**src/rtl/axicb_pkg.sv**
```systemverilog
// Shared definitions for the AXI crossbar read outstanding-request controller.
//   state_t      : admission FSM encoding (IDLE/ACTIVE/DRAIN), 2 bits
//   onehot_valid : true when a vector has zero or one bit set
package axicb_pkg;

  localparam int unsigned ONEHOT_CHK_W = 64;

  typedef enum logic [1:0] {
    ST_IDLE   = 2'd0,
    ST_ACTIVE = 2'd1,
    ST_DRAIN  = 2'd2
  } state_t;

  // Callers zero-extend narrower vectors into the 64-bit argument.
  function automatic logic onehot_valid(input logic [ONEHOT_CHK_W-1:0] v);
    return (v & (v - ONEHOT_CHK_W'(1))) == '0;
  endfunction

endpackage

```
**src/rtl/axicb_rd_ostd_ctrl_if.sv**
```systemverilog
// AR handshake bundle around the read admission controller.
//   i_arvalid/i_arready/i_ar_tgt : master-side AR channel (tgt is one-hot decoded)
//   o_arvalid/o_arready          : switch-side AR channel
//   i_rdone                      : master-side R handshake with rlast
// Modports: slave = controller side, master = environment driving it.
interface axicb_rd_ostd_ctrl_if #(
  parameter int unsigned SLV_NB = 4
) ();

  logic              i_arvalid;
  logic              i_arready;
  logic [SLV_NB:0]   i_ar_tgt;
  logic              o_arvalid;
  logic              o_arready;
  logic              i_rdone;

  modport slave (
    input  i_arvalid,
    input  i_ar_tgt,
    input  o_arready,
    input  i_rdone,
    output i_arready,
    output o_arvalid
  );

  modport master (
    output i_arvalid,
    output i_ar_tgt,
    output o_arready,
    output i_rdone,
    input  i_arready,
    input  o_arvalid
  );

endinterface

```
**src/rtl/axicb_watchdog.sv**
```systemverilog
// Saturating stall timer.
//   clk, rst : clock, asynchronous active-high reset
//   clr      : synchronous clear (highest priority)
//   run      : count enable
//   expired  : high while the timer sits at TIMEOUT_CYCLES
module axicb_watchdog #(
  parameter int unsigned TIMEOUT_CYCLES = 1024
) (
  input  logic clk,
  input  logic rst,
  input  logic clr,
  input  logic run,
  output logic expired
);

  localparam int unsigned TMR_W = $clog2(TIMEOUT_CYCLES + 1);
  localparam logic [TMR_W-1:0] TMR_MAX = TMR_W'(TIMEOUT_CYCLES);

  logic [TMR_W-1:0] r_timer;

  always_ff @(posedge clk or posedge rst) begin
    if (rst) begin
      r_timer <= '0;
    end else if (clr) begin
      r_timer <= '0;
    end else if (run && (r_timer != TMR_MAX)) begin
      r_timer <= r_timer + TMR_W'(1);
    end
  end

  assign expired = (r_timer == TMR_MAX);

endmodule

```
**src/rtl/axicb_rd_ostd_ctrl.sv**
```systemverilog
// Read-path admission controller in front of the per-master read switch.
// Tracks outstanding reads, blocks a new AR to a different slave until all
// reads in flight have completed (keeps R in issue order), caps outstanding
// reads at MST_OSTDREQ_NUM and flags stalled completions with a watchdog.
//   aclk, arst, srst : clock, async reset, sync reset (both active-high)
//   bus              : AR handshake bundle (slave modport)
//   o_cur_tgt        : one-hot target owning the outstanding reads
//   o_ostd_cnt       : outstanding read count
//   o_state          : 0=IDLE 1=ACTIVE 2=DRAIN
//   o_timeout        : watchdog flag
//   o_underflow      : one-cycle pulse, completion seen with nothing outstanding
module axicb_rd_ostd_ctrl
  import axicb_pkg::*;
#(
  parameter int unsigned SLV_NB          = 4,
  parameter int unsigned MST_OSTDREQ_NUM = 4,
  parameter bit          TIMEOUT_ENABLE  = 1'b1,
  parameter int unsigned TIMEOUT_CYCLES  = 1024,
  parameter int unsigned CNT_W           = $clog2(MST_OSTDREQ_NUM + 1)
) (
  input  logic                  aclk,
  input  logic                  arst,
  input  logic                  srst,
  axicb_rd_ostd_ctrl_if.slave   bus,
  output logic [SLV_NB:0]       o_cur_tgt,
  output logic [CNT_W-1:0]      o_ostd_cnt,
  output logic [1:0]            o_state,
  output logic                  o_timeout,
  output logic                  o_underflow
);

  localparam logic [CNT_W-1:0] MAX_CNT = CNT_W'(MST_OSTDREQ_NUM);

  logic             w_in_rst;
  logic             w_tgt_nz;
  logic             w_tgt_match;
  logic             w_allow;
  logic             w_ar_hs;
  logic [CNT_W-1:0] r_cnt;
  logic [CNT_W-1:0] w_cnt_nxt;
  logic [SLV_NB:0]  r_cur_tgt;
  logic [SLV_NB:0]  w_cur_tgt_nxt;
  logic             r_underflow;
  logic             w_underflow_nxt;
  state_t           r_state;
  state_t           w_state_nxt;
  logic             w_timeout;

  // Admission: only registered state and the decoded target, never o_arready.
  // Reset inputs gate it so nothing is forwarded while reset is asserted.
  assign w_in_rst    = arst | srst;
  assign w_tgt_nz    = |bus.i_ar_tgt;
  assign w_tgt_match = (bus.i_ar_tgt == r_cur_tgt);
  assign w_allow     = !w_in_rst & w_tgt_nz & (r_cnt < MAX_CNT)
                     & ((r_cnt == '0) | w_tgt_match);

  assign bus.o_arvalid = bus.i_arvalid & w_allow;
  assign bus.i_arready = bus.o_arready & w_allow;
  assign w_ar_hs       = bus.o_arvalid & bus.o_arready;

  // Outstanding counter / owner target / underflow
  always_comb begin
    w_cnt_nxt       = r_cnt;
    w_cur_tgt_nxt   = r_cur_tgt;
    w_underflow_nxt = 1'b0;
    unique case ({w_ar_hs, bus.i_rdone})
      2'b10: begin
        w_cnt_nxt     = r_cnt + CNT_W'(1);
        w_cur_tgt_nxt = bus.i_ar_tgt;
      end
      2'b01: begin
        if (r_cnt == '0) begin
          w_underflow_nxt = 1'b1;
        end else begin
          w_cnt_nxt = r_cnt - CNT_W'(1);
        end
      end
      2'b11: begin
        w_cur_tgt_nxt = bus.i_ar_tgt;
      end
      default: ;
    endcase
  end

  always_ff @(posedge aclk or posedge arst) begin
    if (arst) begin
      r_cnt       <= '0;
      r_cur_tgt   <= '0;
      r_underflow <= 1'b0;
    end else if (srst) begin
      r_cnt       <= '0;
      r_cur_tgt   <= '0;
      r_underflow <= 1'b0;
    end else begin
      r_cnt       <= w_cnt_nxt;
      r_cur_tgt   <= w_cur_tgt_nxt;
      r_underflow <= w_underflow_nxt;
    end
  end

  // FSM
  always_ff @(posedge aclk or posedge arst) begin
    if (arst) begin
      r_state <= ST_IDLE;
    end else if (srst) begin
      r_state <= ST_IDLE;
    end else begin
      r_state <= w_state_nxt;
    end
  end

  always_comb begin
    w_state_nxt = r_state;
    case (r_state)
      ST_IDLE: begin
        if (w_ar_hs && (w_cnt_nxt != '0)) w_state_nxt = ST_ACTIVE;
      end
      ST_ACTIVE: begin
        if (w_cnt_nxt == '0)
          w_state_nxt = ST_IDLE;
        else if (bus.i_arvalid && w_tgt_nz && !w_tgt_match)
          w_state_nxt = ST_DRAIN;
      end
      ST_DRAIN: begin
        if (w_cnt_nxt == '0)
          w_state_nxt = ST_IDLE;
        else if (!bus.i_arvalid)
          w_state_nxt = ST_ACTIVE;
      end
      default: w_state_nxt = ST_IDLE;
    endcase
  end

  // Watchdog
  generate
    if (TIMEOUT_ENABLE) begin : g_wdog
      axicb_watchdog #(
        .TIMEOUT_CYCLES (TIMEOUT_CYCLES)
      ) u_wdog (
        .clk     (aclk),
        .rst     (arst),
        .clr     (srst | bus.i_rdone | (r_cnt == '0)),
        .run     (1'b1),
        .expired (w_timeout)
      );
    end else begin : g_no_wdog
      assign w_timeout = 1'b0;
    end
  endgenerate

  assign o_cur_tgt   = r_cur_tgt;
  assign o_ostd_cnt  = r_cnt;
  assign o_state     = r_state;
  assign o_timeout   = w_timeout;
  assign o_underflow = r_underflow;

  a_tgt_onehot: assert property (@(posedge aclk) disable iff (arst || srst)
    bus.i_arvalid |-> onehot_valid(ONEHOT_CHK_W'(bus.i_ar_tgt)));

  a_cnt_max: assert property (@(posedge aclk) disable iff (arst)
    r_cnt <= MAX_CNT);

endmodule

```
**src/flat_wrapper.sv**
```systemverilog
// flat-port wrapper written by rule: the top's interface ports become plain ports
module axicb_rd_ostd_ctrl_flat import axicb_pkg::*;
#(
  parameter int unsigned SLV_NB          = 4,
  parameter int unsigned MST_OSTDREQ_NUM = 4,
  parameter bit          TIMEOUT_ENABLE  = 1'b1,
  parameter int unsigned TIMEOUT_CYCLES  = 1024,
  parameter int unsigned CNT_W           = $clog2(MST_OSTDREQ_NUM + 1)
)
  (aclk, arst, srst, o_cur_tgt, o_ostd_cnt, o_state, o_timeout, o_underflow, bus_i_arvalid, bus_i_ar_tgt, bus_o_arready, bus_i_rdone, bus_i_arready, bus_o_arvalid);
  axicb_rd_ostd_ctrl_if #(.SLV_NB(SLV_NB)) bus_i ();
  input  logic aclk;
  input  logic arst;
  input  logic srst;
  output logic [SLV_NB:0] o_cur_tgt;
  output logic [CNT_W-1:0] o_ostd_cnt;
  output logic [1:0] o_state;
  output logic o_timeout;
  output logic o_underflow;
  input wire logic [$bits(bus_i.i_arvalid)-1:0] bus_i_arvalid;
  input wire logic [$bits(bus_i.i_ar_tgt)-1:0] bus_i_ar_tgt;
  input wire logic [$bits(bus_i.o_arready)-1:0] bus_o_arready;
  input wire logic [$bits(bus_i.i_rdone)-1:0] bus_i_rdone;
  output wire logic [$bits(bus_i.i_arready)-1:0] bus_i_arready;
  output wire logic [$bits(bus_i.o_arvalid)-1:0] bus_o_arvalid;
  assign bus_i.i_arvalid = bus_i_arvalid;
  assign bus_i.i_ar_tgt = bus_i_ar_tgt;
  assign bus_i.o_arready = bus_o_arready;
  assign bus_i.i_rdone = bus_i_rdone;
  assign bus_i_arready = bus_i.i_arready;
  assign bus_o_arvalid = bus_i.o_arvalid;
  axicb_rd_ostd_ctrl #(.SLV_NB(SLV_NB), .MST_OSTDREQ_NUM(MST_OSTDREQ_NUM), .TIMEOUT_ENABLE(TIMEOUT_ENABLE), .TIMEOUT_CYCLES(TIMEOUT_CYCLES), .CNT_W(CNT_W)) u_core (.aclk(aclk), .arst(arst), .srst(srst), .bus(bus_i), .o_cur_tgt(o_cur_tgt), .o_ostd_cnt(o_ostd_cnt), .o_state(o_state), .o_timeout(o_timeout), .o_underflow(o_underflow));
endmodule
```
**config.mk**
```make
export PLATFORM = sky130hd
export DESIGN_NAME = axicb_rd_ostd_ctrl_flat
export DESIGN_NICKNAME = d
export VERILOG_FILES = /design/src/rtl/axicb_pkg.sv /design/src/rtl/axicb_rd_ostd_ctrl_if.sv /design/src/rtl/axicb_watchdog.sv /design/src/rtl/axicb_rd_ostd_ctrl.sv /design/src/flat_wrapper.sv
export SDC_FILE = /design/constraint.sdc
export NUM_CORES = 1
export LEC_CHECK = 0
export BUFFER_PORTS_ARGS = -buffer_cell sky130_fd_sc_hd__buf_4
export CAP_MARGIN = 20
export CORE_UTILIZATION = 42
export CTS_CLUSTER_DIAMETER = 100
export CTS_CLUSTER_SIZE = 20
export DETAILED_ROUTE_END_ITERATION = 8
export HOLD_SLACK_MARGIN = 0.08
export SLEW_MARGIN = 20
export SYNTH_ARGS = -nofsm -noshare
export SYNTH_HDL_FRONTEND = slang
export SYNTH_SLANG_ARGS = --single-unit
```
**constraint.sdc**
```tcl
create_clock -name aclk -period 3.55 [get_ports aclk]
set_clock_uncertainty 0.05 [all_clocks]
set_input_delay 0.71 -clock aclk [delete_from_list [all_inputs] [get_ports aclk]]
set_output_delay 0.71 -clock aclk [all_outputs]
set_load 0.01 [all_outputs]
```
Word level (Yosys, flattened, before mapping)

Cells that the tools add are included.

$add $sub $neg: 3
Magnitude comparators: 1
Equality and inequality tests: 11
Mux-type cells: 17
Bitwise logic cells: 10
Reduce and logical (&&, ||, !) cells: 14

Operator list:

| operator                | number |
|---|---|
| $mux W11                | 2 |
| $mux W2                 | 6 |
| $add A11 B1 Y11 const B | 1 |
| $eq A11 B11 Y1 const B  | 1 |
| $ne A11 B11 Y1 const B  | 1 |
| $mux W5                 | 2 |
| $and A1 B1 Y1           | 6 |
| $eq A2 B2 Y1 const B    | 3 |
| $logic_not A3 Y1        | 2 |
| $mux W3                 | 2 |
| $pmux W2 S3             | 1 |
| $pmux W3 S2             | 1 |
| $eq A5 B5 Y1            | 1 |
| $reduce_or A5 Y1        | 1 |
| $eq A2 B1 Y1 const B    | 2 |
| $ne A4 B2 Y1 const B    | 1 |
| $ne A4 B3 Y1 const B    | 1 |
| $or A1 B1 Y1            | 4 |
| $reduce_bool A2 Y1      | 2 |
| $add A3 B1 Y3 const B   | 1 |
| $logic_and A1 B1 Y1     | 3 |
| $lt A3 B3 Y1 const B    | 1 |
| $mux W1                 | 3 |
| $ne A3 B2 Y1 const B    | 1 |
| 6 further kinds         | 7 |

Flip-flop bits (word level): 22
Logic and storage cells: 61

Logic depth before layout (Yosys ltp)

Gate-level depths: netlist of the first run.

Depth in word-level cells: 14
Mapped depth: 13
Depth with buffers taken out: 12

By module

A second synthesis of the first run with hierarchy kept.

Cell total of the unflattened synthesis: 160
Area, all modules: 1,417.6 um2

By module, submodules not included:

| module             | instances | cells an instance | area each (um2) |
|---|---|---|---|
| axicb_rd_ostd_ctrl | 1         | 94                | 793.3 |
| axicb_watchdog     | 1         | 66                | 624.3 |

Least setup slack after synthesis of the first run

Ideal clock, no wire load.

Path kind: input-to-reg
Start: input bus_i_ar_tgt[0]
End: register u_core.r_state[1] (netlist: u_core.o_state[1])
Arrival: 2,672 ps
Data required time: 3,363 ps
Setup slack: 691 ps
Cell stages on the path: 9
Cells stage by stage: or4_4 > o21ai_2 > or3_4 > inv_2 > ha_1 > a21o_1 > o2bb2ai_1 > a2111oi_2 > nor4b_2

Word-level cells in the longest chain between the ends: 12
Elaborated cells between the ends (all ways): 25
Classes of those cells: eq/ne (6); mux (5); bitwise (6); reduce/logical (8)

RTL lines:

| what                                                          | line                                                                            | RTL |
|---|---|---|
| from (decl)                                                   | flat_wrapper.sv:21                                                              | `input wire logic [$bits(bus_i.i_ar_tgt)-1:0] bus_i_ar_tgt;` |
| $reduce_or A5 Y1                                              | axicb_rd_ostd_ctrl.sv:52                                                        | `assign w_tgt_nz = \|bus.i_ar_tgt;` |
| $and A1 B1 Y1 (2 in series)                                   | axicb_rd_ostd_ctrl.sv:54                                                        | `assign w_allow = !w_in_rst & w_tgt_nz & (r_cnt < MAX_CNT)` |
| $and A1 B1 Y1                                                 | axicb_rd_ostd_ctrl.sv:55                                                        | `& ((r_cnt == '0) \| w_tgt_match);` |
| $and A1 B1 Y1                                                 | axicb_rd_ostd_ctrl.sv:57                                                        | `assign bus.o_arvalid = bus.i_arvalid & w_allow;` |
| $and A1 B1 Y1                                                 | axicb_rd_ostd_ctrl.sv:59                                                        | `assign w_ar_hs = bus.o_arvalid & bus.o_arready;` |
| $eq A2 B1 Y1 / $eq A2 B2 Y1 (equally long branches)           | axicb_rd_ostd_ctrl.sv:66                                                        | `unique case ({w_ar_hs, bus.i_rdone})` |
| $pmux W3 S2                                                   | axicb_rd_ostd_ctrl.sv:66                                                        |  |
| $logic_not A3 Y1 / $reduce_bool A3 Y1 (equally long branches) | axicb_rd_ostd_ctrl.sv:119, axicb_rd_ostd_ctrl.sv:125, axicb_rd_ostd_ctrl.sv:116 |  |
| $mux W2 (tied with other cells)                               | axicb_rd_ostd_ctrl.sv:125                                                       | `if (w_cnt_nxt == '0)` |
| $pmux W2 S3 / $ne A3 B2 Y1 (equally long branches)            | -                                                                               |  |
| $mux W2 / $reduce_and A3 Y1 (equally long branches)           | -                                                                               |  |
| to (signal assigned)                                          | axicb_rd_ostd_ctrl.sv:108                                                       | `r_state <= w_state_nxt;` |
| to (decl)                                                     | axicb_rd_ostd_ctrl.sv:45                                                        | `state_t r_state;` |

Several ways; a longest one is shown, not always the timed one.
A chain may end at the register's enable or synchronous reset.

Worst setup path in the final report of the first run

Same ends and word-level chain as after synthesis.

==> impl_results.md, run 1 <==
* Arrival @ worst endpoint at 2.99 ns
* Slew Limit Fails at 0
* Full die area at 0.00343 mm^2
* Reg2Reg Launch Point: u_core.o_cur_tgt[4]
* Clock Path Buffers at 2
* Post-CTS sizing at 0
* Setup Crit Path Kind: input pin to flop
* Top cell type by total area after synthesis: dfrtp_1
* Largest vdd supply drop at 249 uV
* HPWL after detailed placement at 2080 um
* Met3 global-route usage at 3.96%
* Net Count, Synth at 161
* Largest net degree at the start of global routing at 23
* Critical path origin: bus_i_ar_tgt[0]
* Row count at 20
* Buffers on Ports at 24
* Synthesized flop and latch total at 22
* Crit Path Max Fanout at 5
* Setup Fix Bufs, Post-CTS at 0
* H-tree levels at 1
* Synth cell types at 38
* Worst-Skew Late Latency at 0.31 ns
* GP Congestion at 0.870
* Sequential cell area at 551 um^2
* EDFF count, synth at 0
* Top-area cell type share of the netlist area at 41.0%
* Layout cells sized above 1 at 22.8%
* Final setup violation count at 0
* Combinational power share at 11.7%
* Switching share of power at 24.0%
* Max_slew headroom at 45.5%
* Max Clk Rate at 351 MHz
* First-pass GRT wire length at 4650 um
* WHS at 0.508 ns
* GRT Max-Usage Layer: met2
* Cells on worst reg2reg path at 11
* Via count at 1,088
* Switching Power at 0.107 mW
* Finished Cell Area at 0.00159 mm^2
* Tcrit/Tclk final at 80.3%
* Placed inst area at 0.00155 mm^2
* RSZ-0062 raised after global routing: false
* Residual DRC at 0
* Routed Antenna Nets at 0
* Seq/Total Area, Yosys at 41.0%
* FILL cells at 311
* Clk slew on worst S/H paths at 0.12 ns
* Initial core utilization at 44.0%
* Mapped Area at 0.00134 mm^2
* Power per standard cell area at 280 mW/mm^2
* HP Class: input pin to asynchronous set/reset pin
* Internal at 0.338 mW
* WL/cell at 12.8 um
* Gr usage total at 17.7%
* Post-synthesis cell count at 142
* Initial drt markers at 37
* Met2 Resource Use GR at 27.8%
* Async set-or-reset flop fraction in the synthesized netlist at 100%
* Number of max-cap violations at 0
* Layout Nets at 187
* GRT overflow at 0
* Prevailing post-synth register cell: dfrtp_1
* CTS root buffer: clkbuf_4
* Via-per-instance ratio at 5.16
* I/O pins at 25
* Most frequent cell after synthesis: dfrtp_1
* Synth cell count leaders: dfrtp_1 (22), nor2_1 (16), a21oi_1 (10), xor2_1 (9)
* Die width at 58.6 um
* First-pass detailed-route iteration total at 4
* Status: complete, no violations
* Num CTS Buffers at 3
* Diode count at 0
* Hold buffers post-CTS at 0
* Final hold vios at 0
* Drt total wl at 2710 um
* Req. time, crit path at 3.69 ns
* # clock sinks at 22
* Worst slew pin tran at 0.816 ns
* Met1 Track Usage GR at 25.2%
* Vias in the first global route at 1,022
* CP Capture Type: flop
* CP Launch Type: input pin
* Multi-input gate area at 737 um^2
* Syn Area/Cell at 9.46 um^2
* Core area at 0.00305 mm^2
* Final core utilization at 52.0%
* Clock power frac at 30.9%
* Setup tns final at 0 ns
* Sequential fraction of design power at 57.3%
* Largest cells by area after synthesis: dfrtp_1 (41%), ha_1 (7.4%), xor2_1 (5.9%), nor2_1 (4.5%), a21oi_1 (3.7%)
* CTS tree: built
* Syn. warnings at 0
* Final Critical Period at 2.85 ns
* Die height at 58.6 um
* Initial antenna violation count at 0
* Synthesis-to-layout area growth at 18.2%
* Leak at 0.731 nW
[layout by cell type, fill, tap and decap left out, types with 2 or more instances in the layout]
cell	instances
o21ai_0	7
inv_1	7
nor4_1	3
clkbuf_4	3
buf_4	24
xor2_1	9
nor2_1	16
nor2b_1	5
nand3_1	8
and3_1	4
o31ai_1	2
nor3_1	3
dfrtp_1	22
ha_1	8
a21oi_1	10
nand2_1	8
nand2b_1	2
xnor2_1	5
[final timing paths]
| path | to | slack (ns) |
|---|---|---|
| worst min register to register | u_core.g_wdog.u_wdog.r_timer[10] | 0.52 |
| max in group asynchronous | u_core.g_wdog.u_wdog.r_timer[2] | 2.44 |
| worst max register to register | u_core.o_state[1] | 0.79 |
| min in group aclk | u_core.g_wdog.u_wdog.r_timer[10] | 0.52 |
| worst min-delay path | u_core.o_underflow | 0.51 |
| worst max-delay path | u_core.o_state[1] | 0.70 |
[metrics by stage]
stage / power, mW / setup slack, ns / instances
after floorplan: 0.291 / 0.691 / 142
after global placement: 0.312 / 0.350 / 207
after detailed placement: 0.313 / 0.355 / 207
after CTS: 0.452 / 0.686 / 211
after global routing: 0.466 / 0.517 / 211
final: 0.445 / 0.698 / 211
[cells by family (layout without fill, tap and decap cells)]
logic type / after synthesis / in the layout / share of synthesized area (%)
compound gates: 26 / 26 / 12.3
xor+xnor: 14 / 14 / 9.12
fa+ha+maj: 8 / 8 / 7.45
buf+inv: 11 / 36 / 4.19
flops: 22 / 22 / 41.0
mux: 1 / 1 / 0.838
simple gates: 60 / 60 / 25.1
[power by group through the flow]
stage	logic, mW	registers [mW]	clock network [mW]
finish	0.0522	0.255	0.138
global route	0.0583	0.256	0.152
CTS	0.0531	0.255	0.144
detailed placement	0.0530	0.260	0
global placement	0.0524	0.260	0
floorplan	0.0298	0.261	0
[registers in the layout, indices dropped and copies added (netlist names)]
register                      cells
u_core.o_underflow                1
u_core.o_state                    2
u_core.o_cur_tgt                  5
u_core.o_ostd_cnt                 3
u_core.g_wdog.u_wdog.r_timer     11
[final cells by class]
cell class | count | area share, %
Clock buffer | 4 | 2.28
Inverter | 8 | 1.89
Sequential cell | 22 | 34.6
Timing Repair Buffer | 24 | 11.3
Multi-Input combinational cell | 109 | 46.4
Tap cell | 44 | 3.46
[layer usage]
metal | wire length [um] | vias to the layer above
met5 | 0 | -
met2 | 1250 | 23
met1 | 1310 | 523
li1 | - | 540
met3 | 129 | 2
met4 | 17 | 0
[worst max-delay path, cell delays in order]
cell and delay, ns:
buf_4 0.12, or4_4 0.55, o21ai_2 0.20, or3_4 0.17, inv_2 0.03, ha_1 0.33
a21o_1 0.22, o2bb2ai_1 0.17, a2111oi_2 0.37, nor4b_2 0.10
Note: power is estimated with default switching activity, not from simulation.
==> run 2, diff against run 1 <==
==> constraint.sdc (replaced) <==
create_clock -name aclk -period 3 [get_ports aclk]
set_clock_uncertainty 0.05 [all_clocks]
set_input_delay 0.6 -clock aclk [delete_from_list [all_inputs] [get_ports aclk]]
set_output_delay 0.6 -clock aclk [all_outputs]
set_load 0.01 [all_outputs]
==> run 2 against run 1 <==
Wire length is 4.7% higher. Utilization is 3.0 points higher. Highest routed layer unchanged. Non-clock buffer count is 7 higher. Combinational power is 33% higher. Hold slack worse by 0.12 ns. Power is 35% higher. Largest power group unchanged.
==> impl_results.md, run 2 (synthesis gave the netlist of run 1 again) <==
* Final Critical Period at 2.83 ns
* Vias in the first global route at 1,033
* Leak at 0.778 nW
* Buffers on Ports at 24
* Final setup violation count at 0
* Switching share of power at 22.7%
* Num CTS Buffers at 3
* WP buf/inv at 0
* Final setup margin at 0.166 ns
* WL/cell at 13.0 um
* Hold buffers post-CTS at 0
* Worst slew pin tran at 0.824 ns
* # clock sinks at 22
* Clk slew on worst S/H paths at 0.13 ns
* Row count at 20
* HPWL after detailed placement at 2160 um
* Sequential fraction of design power at 50.1%
* Req. time, crit path at 3.15 ns
* CP Capture Type: flop
* Power per standard cell area at 359 mW/mm^2
* Most common cell after layout, fill and taps aside: buf_4
* Max_slew headroom at 45.0%
* H-tree levels at 1
* Cells after DPL at 214
* RSZ-0062 raised after global routing: false
* Final Power at 0.603 mW
* Number of max-cap violations at 0
* Die height at 58.6 um
* Initial drt markers at 16
* Status: complete, no violations
* Slowest CP cell: dfrtp_1
* Core area at 0.00305 mm^2
* Cell Chain, Critical Path: xnor2_1, nand3_1, nor3_4, nor2_1, or3_4, ha_1, and2b_1, o31ai_2, o31ai_2, a2111oi_4, nor4b_2
* Layout cells sized above 1 at 27.0%
* Most frequent CP cell: o31ai_2
* GRT overflow at 0
* Initial antenna violation count at 0
* Internal at 0.466 mW
* CTS root buffer: clkbuf_4
* Combinational power share at 11.5%
* First-pass GRT wire length at 4620 um
* Die width at 58.6 um
* Max Clk Rate at 353 MHz
* Synthesis-to-layout area growth at 25.0%
* Arrival @ worst endpoint at 2.99 ns
* Full die area at 0.00343 mm^2
* Tcrit/Tclk final at 94.5%
* Post-Layout Cell Count at 218
* CP Launch Type: flop
* Most frequent cells in the layout: buf_4 (31), dfrtp_1 (22), nor2_1 (16)
* Via-per-instance ratio at 5.11
* I/O pins at 25
* Most flops, register: u_core.g_wdog.u_wdog.r_timer
* Initial core utilization at 44.0%
* DP Worst Slack at -0.135 ns
* Setup tns final at 0 ns
* Drt total wl at 2830 um
* Largest vdd supply drop at 220 uV
* Max reg flops at 11
* Slew Limit Fails at 0
* Max stage delay on crit path at 0.43 ns
* Crit Path Max Fanout at 6
* Layout Nets at 194
* Via count at 1,113
* Diode count at 0
* Setup Fix Bufs, Post-CTS at 0
* First-pass detailed-route iteration total at 4
* Largest net degree at the start of global routing at 23
* Routed Antenna Nets at 0
* Worst-Skew Late Latency at 0.31 ns
* CTS tree: built
* Gr usage total at 18.2%
* GP Congestion at 0.999
* Final hold vios at 0
* Final core utilization at 55.0%
* Residual DRC at 0
* Setup Crit Path Kind: flop to flop
* Switching Power at 0.137 mW
* Clock Path Buffers at 2
* Clock power frac at 38.3%
* HP Class: input pin to asynchronous set/reset pin
* CP delay by family, top: simple AND/OR/NAND/NOR gates
-- run 2: final cells by class --
cell class,instances,area (um^2)
multi-input combinational,109,759
clock buffer,3,22.5
fill,297,1370
inverter,8,30.0
sequential,22,551
clock inverter,1,30.0
tap,44,55.1
timing repair buffer,31,233
-- run 2: what timing repair did --
item	in CTS	in global routing
resized for setup	0	3
endpoints found under the hold margin	0	0
setup endpoints to repair	0	2
-- run 2: metrics by stage --
step | hold slack [ns] | area (um^2)
4_1_cts | 0.422 | 1660
6_report | 0.392 | 1680
5_1_grt | 0.468 | 1680
3_3_place_gp | 0.480 | 1610
2_1_floorplan | 0.455 | 1340
3_5_place_dp | 0.484 | 1610
-- run 2: metal layers --
layer | wire length, um | GRT usage [%] | up-vias | share of wire (%)
li1 | - | - | 556 | -
met1 | 1380 | 25.2 | 529 | 49
met2 | 1320 | 28.9 | 24 | 47
met3 | 94 | 1.98 | 4 | 3.3
met4 | 38 | 8.16 | 0 | 1.3
met5 | 0 | 0 | - | 0
-- run 2: path summary, 6_finish.rpt --
check                                                  endpoint  slack [ns]           startpoint  cells after the start
worst max-delay path                          u_core.o_state[1]        0.17  u_core.o_cur_tgt[4]                     11
worst min-delay path                       u_core.o_ostd_cnt[2]        0.39                 arst                      2
worst max register to register                u_core.o_state[1]        0.17  u_core.o_cur_tgt[4]                     11
worst min register to register              u_core.o_cur_tgt[3]        0.52  u_core.o_cur_tgt[3]                      2
max in group asynchronous       u_core.g_wdog.u_wdog.r_timer[3]        2.00                 arst                      2
min in group aclk                           u_core.o_cur_tgt[2]        0.51      bus_i_ar_tgt[2]                      3
-- run 2: power by group through the flow --
stage          sequential (mW)  clock [mW]  combinational (mW)
2_1_floorplan            0.309           0              0.0352
3_3_place_gp             0.308           0              0.0672
3_5_place_dp             0.308           0              0.0683
4_1_cts                  0.302       0.237              0.0687
5_1_grt                  0.303       0.243              0.0769
6_report                 0.302       0.231              0.0696
==> run 3, diff against run 2 <==
--- a/config.mk
+++ b/config.mk
@@ -12,6 +12,7 @@
 export CTS_CLUSTER_SIZE = 20
 export DETAILED_ROUTE_END_ITERATION = 8
 export HOLD_SLACK_MARGIN = 0.08
+export REMOVE_ABC_BUFFERS = 1
 export SLEW_MARGIN = 20
 export SYNTH_ARGS = -nofsm -noshare
 export SYNTH_HDL_FRONTEND = slang
==> run 3 against run 2 <==
Final cell count decreased by 0.46%. Critical path depth decreased by 1. Die area unchanged. Largest cell class unchanged. Flip-flop and latch count is the same. Wire length decreased by 1.1%. Power decreased by 12%. Critical endpoint unchanged. Design area shrank 2.8%. Sequential power hardly changed.
==> impl_results.md, run 3 (synthesis gave the netlist of run 1 again) <==
* Status: complete, no violations
* Via-per-instance ratio at 5.15
* Initial drt markers at 80
* Row count at 20
* Worst-Skew Late Latency at 0.30 ns
* RSZ-0062 raised after global routing: false
* CTS root buffer: clkbuf_4
* Layout Nets at 193
* Clock Path Buffers at 2
* HPWL after detailed placement at 2160 um
* Finished Cell Area at 0.00163 mm^2
* Final Critical Period at 2.72 ns
* Die width at 58.6 um
* Hold buffers post-CTS at 0
* Slew Limit Fails at 0
* Residual DRC at 0
* Sequential cell area at 551 um^2
* Multi-input gate area at 737 um^2
* Setup Crit Path Kind: flop to flop
* Clk slew on worst S/H paths at 0.13 ns
* Final Power at 0.533 mW
* Core area at 0.00305 mm^2
* Most frequent cells in the layout: buf_4 (30), dfrtp_1 (22), nor2_1 (16)
* H-tree levels at 1
* Req. time, crit path at 3.14 ns
* Die height at 58.6 um
* Arrival @ worst endpoint at 2.86 ns
* Buffers on Ports at 24
* Setup Fix Bufs, Post-CTS at 0
* Layout cells sized above 1 at 25.4%
* Gr usage total at 18.8%
* Largest vdd supply drop at 229 uV
* Placed inst area at 0.00160 mm^2
* Number of max-cap violations at 0
* FILL cells at 288
* Max reg flops at 11
* Most common cell after layout, fill and taps aside: buf_4
* CP Launch Type: flop
* Max_slew headroom at 42.8%
* Initial antenna violation count at 0
* CTS tree: built
* Post-CTS sizing at 0
* Diode count at 0
* CP Capture Type: flop
* GRT overflow at 0
* First-pass GRT wire length at 4890 um
* # clock sinks at 22
* Largest net degree at the start of global routing at 23
* Crit Path Max Fanout at 6
* Vias in the first global route at 1,103
* Routed Antenna Nets at 0
* I/O pins at 25
* Initial core utilization at 44.0%
* Final core utilization at 53.5%
* Most flops, register: u_core.g_wdog.u_wdog.r_timer
* Num CTS Buffers at 3
* Final setup violation count at 0
* Tcrit/Tclk final at 90.5%
* Worst slew pin tran at 0.857 ns
* WL/cell at 12.9 um
* First-pass detailed-route iteration total at 4
* Full die area at 0.00343 mm^2
* Via count at 1,117
* Synthesis-to-layout area growth at 21.6%
* Leak at 0.762 nW
* GP Congestion at 0.860
* Power per standard cell area at 326 mW/mm^2
* Max Clk Rate at 368 MHz
* Drt total wl at 2800 um
* Final hold vios at 0
* HP Class: input pin to asynchronous set/reset pin
## run 3: cell types whose count changed in the layout (fill, tap and decap cells not counted), sizes merged
cell,previous run,this run
buf,31,30
bufinv,1,0
clkbuf,3,4
## run 3: per-layer routing
layer	wire (um)	global-route usage, %
met1	1260	23.7
met2	1380	31.9
met3	120	2.86
met4	39	8.84
met5	0	0
## run 3: path summary, 6_finish.rpt
kind / startpoint / end / slack, ns / cells after the start
min: arst / u_core.o_state[0] / 0.41 / 2
min in group aclk: u_core.o_cur_tgt[2] / u_core.o_cur_tgt[2] / 0.52 / 2
max: u_core.o_ostd_cnt[0] / u_core.o_state[1] / 0.28 / 10
max reg2reg: u_core.o_ostd_cnt[0] / u_core.o_state[1] / 0.28 / 10
min reg2reg: u_core.o_cur_tgt[2] / u_core.o_cur_tgt[2] / 0.52 / 2
max in group asynchronous: arst / u_core.g_wdog.u_wdog.r_timer[7] / 1.95 / 2
## run 3: report_power, final
group / switching [mW] / total (mW) / internal (mW) / leakage, nW
clock network: 0.0900 / 0.164 / 0.0740 / 0.0210
logic: 0.0364 / 0.0672 / 0.0308 / 0.435
registers: 0.00285 / 0.302 / 0.299 / 0.306
## run 3: cell type report
type / instances / area share (%)
Multi-Input combinational cell: 109 / 45.1
Sequential cell: 22 / 33.7
Timing Repair Buffer: 30 / 13.8
Tap cell: 44 / 3.37
Clock buffer: 4 / 2.22
Inverter: 8 / 1.84
## run 3: critical path, stage by stage (launching register included)
cell       delay (ns)
dfrtp_1          0.48
inv_1            0.12
ha_1             0.25
nor2_1           0.09
or3_4            0.38
ha_1             0.25
and2b_1          0.18
o31ai_1          0.24
o31ai_1          0.14
a2111oi_2        0.34
nor4b_2          0.10
## run 3: through the flow
stage | setup WS, ns | cells | TNS (ns) | hold WS (ns)
after CTS | 0.286 | 217 | 0 | 0.433
after floorplan | 0.251 | 139 | 0 | 0.455
after global routing | 0.0342 | 217 | 0 | 0.481
final | 0.284 | 217 | 0 | 0.414
after global placement | 0.0419 | 213 | 0 | 0.489
after detailed placement | -0.0123 | 213 | -0.0123 | 0.495
